`config.mk`:
```
export PLATFORM = sky130hd
export DESIGN_NAME = ifu_fetch
export DESIGN_NICKNAME = d
export VERILOG_FILES = /design/src/rtl/ifu_fetch.sv
export SDC_FILE = /design/constraint.sdc
export NUM_CORES = 1
export LEC_CHECK = 0
export CAP_MARGIN = 10
export CORE_MARGIN = 10
export CORE_UTILIZATION = 25
export CTS_CLUSTER_DIAMETER = 60
export CTS_CLUSTER_SIZE = 20
export DETAILED_ROUTE_END_ITERATION = 10
export PLACE_DENSITY = 0.47
export SLEW_MARGIN = 20
export SYNTH_ARGS = -nofsm -noshare
export SYNTH_HDL_FRONTEND = slang
export SYNTH_SLANG_ARGS = --single-unit
export TNS_END_PERCENT = 50
```
`constraint.sdc`:
```
create_clock -name clk -period 4 [get_ports clk]
set_input_delay 0.4 -clock clk [delete_from_list [all_inputs] [get_ports clk]]
set_output_delay 0.4 -clock clk [all_outputs]
set_load 0.01 [all_outputs]
```
`src/rtl/ifu_fetch.sv`:
```
// ifu_fetch: owns the PC, issues in-order imem fetches and buffers {pc, instr} for decode. IFU_MISALIGN_CHK_EN adds a misaligned-redirect halt.
// One cycle from response to if_valid_o; in-flight plus buffered entries are capped at FIFO_DEPTH, so a decode stall throttles requests.

module ifu_fifo #(
    parameter int W     = 8,
    parameter int DEPTH = 2
) (
    input  logic                   clk,
    input  logic                   rst,
    input  logic                   i_flush,
    input  logic                   i_push_vld,
    input  logic [W-1:0]           i_push_dat,
    input  logic                   i_pop_vld,
    output logic [W-1:0]           o_head_dat,
    output logic [$clog2(DEPTH):0] o_cnt
);
    localparam int AW = $clog2(DEPTH);

    logic [W-1:0]  r_mem [DEPTH];
    logic [AW-1:0] r_wp;
    logic [AW-1:0] r_rp;
    logic [AW:0]   r_cnt;

    // Overflow is prevented upstream by the credit check, so no full guard here.
    always_ff @(posedge clk) begin
        if (rst || i_flush) begin
            r_wp  <= '0;
            r_rp  <= '0;
            r_cnt <= '0;
        end else begin
            if (i_push_vld) r_wp <= r_wp + AW'(1);
            if (i_pop_vld)  r_rp <= r_rp + AW'(1);
            r_cnt <= r_cnt + (AW+1)'(i_push_vld) - (AW+1)'(i_pop_vld);
        end
    end

    always_ff @(posedge clk) begin
        if (i_push_vld && !i_flush) r_mem[r_wp] <= i_push_dat;
    end

    assign o_head_dat = r_mem[r_rp];
    assign o_cnt      = r_cnt;
endmodule

module ifu_fetch #(
    parameter int                  PC_WIDTH    = 32,
    parameter int                  INSTR_WIDTH = 32,
    parameter logic [PC_WIDTH-1:0] RESET_PC    = PC_WIDTH'(32'h8000_0000),
    parameter int                  FIFO_DEPTH  = 2
) (
    input  logic                   clk,
    input  logic                   rst,
    output logic                   imem_req_valid_o,
    input  logic                   imem_req_ready_i,
    output logic [PC_WIDTH-1:0]    imem_req_addr_o,
    input  logic                   imem_resp_valid_i,
    input  logic [INSTR_WIDTH-1:0] imem_resp_data_i,
    input  logic                   redirect_i,
    input  logic [PC_WIDTH-1:0]    redirect_pc_i,
    output logic                   if_valid_o,
    input  logic                   if_ready_i,
    output logic [PC_WIDTH-1:0]    if_pc_o,
    output logic [INSTR_WIDTH-1:0] if_instr_o
`ifdef IFU_MISALIGN_CHK_EN
    ,
    output logic                   if_misalign_o
`endif
);
    localparam int CW = $clog2(FIFO_DEPTH) + 1;
    localparam int FW = PC_WIDTH + INSTR_WIDTH;

    typedef enum logic [1:0] {S_BOOT, S_RUN, S_FLUSH, S_HALT} state_t;

    state_t               r_state;
    state_t               w_state_nxt;
    logic [PC_WIDTH-1:0]  r_pc;
    logic [CW-1:0]        r_drop_cnt;
    logic [CW-1:0]        w_drop_nxt;
    logic [PC_WIDTH-1:0]  w_redir_pc;
    logic [PC_WIDTH-1:0]  w_oq_head;
    logic [CW-1:0]        w_oq_cnt;
    logic [FW-1:0]        w_fq_head;
    logic [CW-1:0]        w_fq_cnt;
    logic                 w_misalign;
    logic                 w_halt;
    logic                 w_credit_ok;
    logic                 w_req_vld;
    logic                 w_req_fire;
    logic                 w_resp_drop;
    logic                 w_resp_push;
    logic                 w_fq_vld;
    logic                 w_pop;

`ifdef IFU_MISALIGN_CHK_EN
    assign w_redir_pc = redirect_pc_i;
    assign w_misalign = |redirect_pc_i[1:0];
    assign w_halt     = (r_state == S_HALT);
`else
    logic w_unused_pc_lsb;
    assign w_redir_pc      = {redirect_pc_i[PC_WIDTH-1:2], 2'b00};
    assign w_misalign      = 1'b0;
    assign w_halt          = 1'b0;
    assign w_unused_pc_lsb = ^redirect_pc_i[1:0];
`endif

    assign w_fq_vld    = (w_fq_cnt != '0);
    assign w_credit_ok = ({1'b0, w_fq_cnt} + {1'b0, w_oq_cnt}) < (CW+1)'(FIFO_DEPTH);
    assign w_req_fire  = w_req_vld && imem_req_ready_i;
    // Responses in the redirect cycle, during a flush, or while halted belong to the dead path.
    assign w_resp_drop = imem_resp_valid_i && (redirect_i || w_halt || (r_drop_cnt != '0));
    assign w_resp_push = imem_resp_valid_i && !w_resp_drop;
    assign w_pop       = w_fq_vld && if_ready_i && !redirect_i;

    ifu_fifo #(.W(PC_WIDTH), .DEPTH(FIFO_DEPTH)) u_pc_q (
        .clk        (clk),
        .rst        (rst),
        .i_flush    (1'b0),
        .i_push_vld (w_req_fire),
        .i_push_dat (r_pc),
        .i_pop_vld  (imem_resp_valid_i),
        .o_head_dat (w_oq_head),
        .o_cnt      (w_oq_cnt)
    );

    ifu_fifo #(.W(FW), .DEPTH(FIFO_DEPTH)) u_instr_q (
        .clk        (clk),
        .rst        (rst),
        .i_flush    (redirect_i),
        .i_push_vld (w_resp_push),
        .i_push_dat ({w_oq_head, imem_resp_data_i}),
        .i_pop_vld  (w_pop),
        .o_head_dat (w_fq_head),
        .o_cnt      (w_fq_cnt)
    );

    always_comb begin
        w_drop_nxt = r_drop_cnt;
        if (redirect_i) begin
            w_drop_nxt = w_oq_cnt - CW'(imem_resp_valid_i);
        end else if (imem_resp_valid_i && (r_drop_cnt != '0)) begin
            w_drop_nxt = r_drop_cnt - CW'(1);
        end
    end

    always_ff @(posedge clk) begin
        if (rst) begin
            r_state <= S_BOOT;
        end else begin
            r_state <= w_state_nxt;
        end
    end

    always_comb begin
        w_state_nxt = r_state;
        w_req_vld   = 1'b0;
        case (r_state)
            S_BOOT:  w_state_nxt = S_RUN;
            S_RUN:   w_req_vld   = w_credit_ok && !redirect_i;
            S_FLUSH: if (w_drop_nxt == '0) w_state_nxt = S_RUN;
            default: w_state_nxt = r_state;
        endcase
        if (redirect_i) begin
            if (w_misalign) begin
                w_state_nxt = S_HALT;
            end else if (w_drop_nxt != '0) begin
                w_state_nxt = S_FLUSH;
            end else begin
                w_state_nxt = S_RUN;
            end
        end
    end

    always_ff @(posedge clk) begin
        if (rst) begin
            r_pc       <= RESET_PC;
            r_drop_cnt <= '0;
        end else begin
            r_drop_cnt <= w_drop_nxt;
            if (redirect_i) begin
                r_pc <= w_redir_pc;
            end else if (w_req_fire) begin
                r_pc <= r_pc + PC_WIDTH'(4);
            end
        end
    end

    assign imem_req_valid_o = w_req_vld;
    assign imem_req_addr_o  = r_pc;
    assign if_valid_o       = w_fq_vld || w_halt;

    // While halted the PC register still holds the misaligned target, which is the synthetic entry's pc.
    always_comb begin
        if_pc_o    = '0;
        if_instr_o = '0;
        if (w_halt) begin
            if_pc_o = r_pc;
        end else if (w_fq_vld) begin
            {if_pc_o, if_instr_o} = w_fq_head;
        end
    end

`ifdef IFU_MISALIGN_CHK_EN
    assign if_misalign_o = w_halt;
`endif
endmodule

```
Word level (Yosys, flattened, before mapping) --
Memories as Yosys holds them, arrays and structs flattened. A register that Yosys moved wholly into a read port is not among the register bits. Index checks and enable logic that the tools add are counted.
Word-level totals: RAM bits 192, memories 2, flip-flop bits (word level) 44, word-level logic and storage cells 68
Cells by class: reductions and logical operators 21, mux-type cells 19, magnitude comparators 1, add/sub/neg operators 12, equality and inequality tests 3
Memory list:
- u_instr_q.r_mem | depth 2, width 64, read ports 1, clocked after memory_dff 1, write ports 1, line 19 | logic [W-1:0] r_mem [DEPTH];
- u_pc_q.r_mem | depth 2, width 32, read ports 1, clocked after memory_dff 1, write ports 1, line 19
Operators with widths (count):
- 32-bit two-way mux | 4
- 32-bit by 3-bit adder with 32-bit output (second input constant) | 1
- 2-bit two-way mux | 5
- 1-bit two-way mux | 9
- 1-bit logical AND | 8
- 2-bit nonzero test | 4
- 2-bit by 1-bit subtractor with 2-bit output | 3
- 1-bit adder (second input constant) | 4
- 2-bit by 1-bit adder with 2-bit output | 2
- 2-bit logical NOT | 2
- 2-bit case mux with 2 select lines | 1
- 2-bit by 2-bit adder with 3-bit output | 1
- 3-bit by 2-bit < comparator with 1-bit output (second input constant) | 1
- 3-bit != test (second input constant) | 1
- 3-bit nonzero test | 1
- 2-bit by 1-bit == test with 1-bit output (second input constant) | 1
- 2-bit == test (second input constant) | 1
- 1-bit logical NOT | 2
- 1-bit logical OR | 2
- 2-bit AND reduction | 1
- 2-bit OR reduction | 1
- 2-bit by 1-bit subtractor with 2-bit output (second input constant) | 1

Logic depth before layout (Yosys ltp) --
depth after elaboration 8, depth in mapped cells 13, gate-level depth less buffers 11

Modules after synthesis --
A second synthesis with hierarchy kept.
Unflattened totals: cell total of the unflattened synthesis 696, area, all modules 10430.0 um^2
By module, submodules not included:
- ifu_fifo (u_instr_q) | cells each 218, instances 1, area an instance 5137.4 um^2
- ifu_fifo (u_pc_q) | cells each 119, instances 1, area an instance 2682.6 um^2
- ifu_fetch | cells each 359, instances 1, area an instance 2610.0 um^2

Worst setup path before layout --
No wires, ideal clock.
path type input to register, from in redirect_i, to mem u_instr_q.r_mem[0][0] in the netlist's numbering (enable), arrival 3.510 ns, slack 0.008 ns, library setup time 0.482 ns, stages 3, cell sequence clkbuf_1 or2_2 nor2_1
On the way: longest elaborated chain between the ends 7
RTL lines:
- from (decl) | line 58 | input logic redirect_i,
- 1-bit logical OR | line 110 | assign w_resp_drop = imem_resp_valid_i && (redirect_i || w_halt || (r_drop_cnt != '0));
- 1-bit logical AND | line 110
- 1-bit logical NOT | line 111 | assign w_resp_push = imem_resp_valid_i && !w_resp_drop;
- 1-bit logical AND | line 111
- 1-bit logical AND * | line 38 | if (i_push_vld && !i_flush) r_mem[r_wp] <= i_push_dat;
- 1-bit two-way mux * | line 38
- 1-bit two-way mux (implied by the code) * | line 38
- to (decl) | line 19
Mark *: on every way between the ends. The rest lies on a longest branch, timed or not.

Worst setup path in the final report --
from reg u_instr_q.r_cnt[0] (netlist: u_instr_q.o_cnt[0]), to mem u_pc_q.r_mem[1][12] in the netlist's numbering (enable)
On the way: longest elaborated chain between the ends 7
RTL lines:
- from (decl) | line 22 | logic [AW:0] r_cnt;
- from (signal assigned) | line 33 | r_cnt <= r_cnt + (AW+1)'(i_push_vld) - (AW+1)'(i_pop_vld);
- 2-bit by 2-bit adder with 3-bit output | line 107 | assign w_credit_ok = ({1'b0, w_fq_cnt} + {1'b0, w_oq_cnt}) < (CW+1)'(FIFO_DEPTH);
- 3-bit by 2-bit < comparator with 1-bit output | line 107
- 1-bit logical AND | line 158 | S_RUN: w_req_vld = w_credit_ok && !redirect_i;
- 1-bit two-way mux | line 156 | case (r_state)
- 1-bit logical AND | line 108 | assign w_req_fire = w_req_vld && imem_req_ready_i;
- 1-bit two-way mux | line 38
- 1-bit two-way mux (implied by the code) | line 38
- to (decl) | line 19
No other way between the ends.

==> run metrics <==
FF+latch area=approximately 6400 um^2; TritonRoute pass-1 iters=4; I/O Pins=168; setup ws final=approximately 0.83 ns; Chip Width=213.4 um; DRC Markers=0; max incr delay on CP=roughly 0.55 ns; Row Count=70; Yosys Warn Count=0; core area=36,790 um^2; max cap viols=0; asr flop ratio synth=0; Worst Path Class, Setup=reg2reg; CTS tree=built; clk sinks=228; Nets=912; sequential fraction of the synthesis area=0.6848; initial antenna violation count=0; H-tree Lvls=1; share of layout cells above drive strength 1=0.1268; Ant. Diodes=0; final core occ=0.3390; port buffer count=approximately 160; Worst Path Required=approximately 4.2 ns; post-synth top area cell=edfxtp_1; Total GRT Usage=0.1077; worst endpoint data arrival time=between 3 and 4 ns; CP cell instances=and2_1, fa_1, nor4b_2, and3_1, buf_4, and2_1, buf_4; max-slew violation count=0; CP Max Fanout=13; 1st-iter DRT viols=294; drt wl/cell=19.00 um; clk_lat worst skew=about 0.53 ns; Tot Pwr=roughly 5.7 mW; hold crit path type=in2reg; post-CTS setup buffers=0; CTS clock-pin slew for the worst setup and hold paths=approximately 0.08 ns; crit end category=flop; maximum VDD drop=approximately 0.25 mV; dpl hpwl=~16,000 um; vias in the first global route=about 5,900; Final min period=approximately 3.2 ns; pin count of the biggest net entering global routing=63; CP Launch Type=flop; Routed WL=approximately 25,000 um; clock skew=roughly 0.017 ns; Syn Inst Count=between 600 and 700; clock root buffer=clkbuf_16; outcome=finished, final reports clean; Die ar.=45,560 um^2; hold_buf cts=0; Leak=a little over 4 nW; gpl congestion=between 0.7 and 0.8; via count=a little under 6,000; Final ANT Viol Nets=0; Place WS=about 0.74 ns; GRT overflow=0; setup violators final=0; register bit total from synthesis=228; Synth Cell Area=about 9400 um^2; EDFF count, synth=roughly 180; CTS buffer count=24; multi-input logic area=~2800 um^2; first-pass GRT wire length=approximately 38,000 um; Synth top area share=0.5906; fillers=between 3,000 and 4,000; Initial Util=0.2543; leading cell type in the layout, fill and taps excluded=edfxtp_1; WHS=around 0.42 ns; Slowest cell on crit path=and2_1; P&R area growth vs syn=33.30%; Pwr per Cell Area=about 460 nW/um^2; Area contributors post-synth=edfxtp_1 59%, dfxtp_1 9.4%, mux2i_1 6.7%; post-DR vias/cell=between 4 and 5; measured slew at the worst slew-check pin=0.8471 ns; commonest cells after routing, fill and taps aside=184 x edfxtp_1, 160 x clkdlybuf4s50_1, 85 x nor2_1, 63 x mux2i_1, 43 x dfxtp_1; Slew HR=0.4352; RSZ-0062 raised after global routing=no; # resized after CTS=0; mean post-synth cell area=roughly 14 um^2; top_reg_cell synth=edfxtp_1; setup TNS=0 ns; Vert. Die Dim=213.4 um; Unique masters post-synth=53; FMAX=315.8 MHz; Hold Vio Cnt, Final=0; final cycle utilization of the critical path=0.7915; Clock Path Buffers=3
[state kept, by name, indices dropped and copies added (netlist names), named ones only]
signal           cells
u_instr_q.o_cnt      2
u_pc_q.r_wp          1
u_instr_q.r_wp       1
r_drop_cnt           2
u_pc_q.r_rp          1
u_pc_q.o_cnt         2
u_pc_q.r_mem        60
u_instr_q.r_rp       1
r_state              2
imem_req_addr_o     30
u_instr_q.r_mem    124
[path summary, 6_finish.rpt]
path	slack, ns	cells after the start	end	start
worst max-delay path	0.83	7	u_pc_q.r_mem[1][12]	u_instr_q.o_cnt[0]
worst min-delay path	0.42	3	imem_req_addr_o[14]	redirect_pc_i[14]
worst max register to register	0.83	7	u_pc_q.r_mem[1][12]	u_instr_q.o_cnt[0]
worst min register to register	0.53	2	u_pc_q.r_rp	u_pc_q.r_rp
[layer usage]
layer / vias up / share of wire / track usage
li1: 2825 / - / -
met1: 2832 / 0.45 / 0.1412
met2: 176 / 0.47 / 0.1770
met3: 28 / 0.066 / 0.02511
met4: 0 / 0.015 / 0.02444
met5: - / 0 / 0
[layout make-up]
class	instances	share of cell area
flip-flops and latches	228	0.5140
clock buffers	25	0.05017
well taps	468	0.04696
clock inverters	19	0.02177
multi-input cells	388	0.2212
repair buffers	176	0.1409
inverters	16	0.005017
[synthesized netlist by cell type (6+ instances only)]
cell type and instances:
a21oi_1 20, a22oi_1 7, a31oi_1 16, and2_1 6
clkbuf_1 24, dfxtp_1 44, edfxtp_1 184, ha_1 7
inv_1 14, mux2_2 32, mux2i_1 63, nand2_1 21
nand3_1 8, nand4_1 15, nor2_1 90, nor2b_1 10
nor3_1 6, o21ai_0 13, xnor2_1 7, xor2_1 8
[cell families after synthesis]
kind of cell	count (synthesis)	share of synthesized area
xor+xnor	15	0.01404
flops	228	0.6848
other cells	1	0.0004008
mux	97	0.1083
simple gates	183	0.1016
fa+ha+maj	8	0.01150
compound gates	81	0.05430
buf+inv	55	0.02501
[worst max-delay path: cells and delay by family (launching register included)]
| kind | cells | cell delay [ns] |
|---|---|---|
| and+or+nand+nor | 4 | 1.39 |
| buffers and inverters | 2 | 0.61 |
| adders and majority gates | 1 | 0.44 |
| DFF | 1 | 0.40 |
[per-stage QoR]
step,cell area (um^2),cells
after CTS,12470,1320
after detailed placement,11570,1276
after global routing,12470,1320
after floorplan,9366,671
after global placement,11570,1276
final,12470,1320
[report_power, final]
| part | internal [mW] | total, mW | switching, mW |
|---|---|---|---|
| Clock | 1.40 | 2.45 | 1.05 |
| Sequential | 2.67 | 2.74 | 0.0692 |
| Combinational | 0.243 | 0.490 | 0.248 |
| Total | 4.31 | 5.68 | 1.37 |
(Power assumes the default switching activity.)
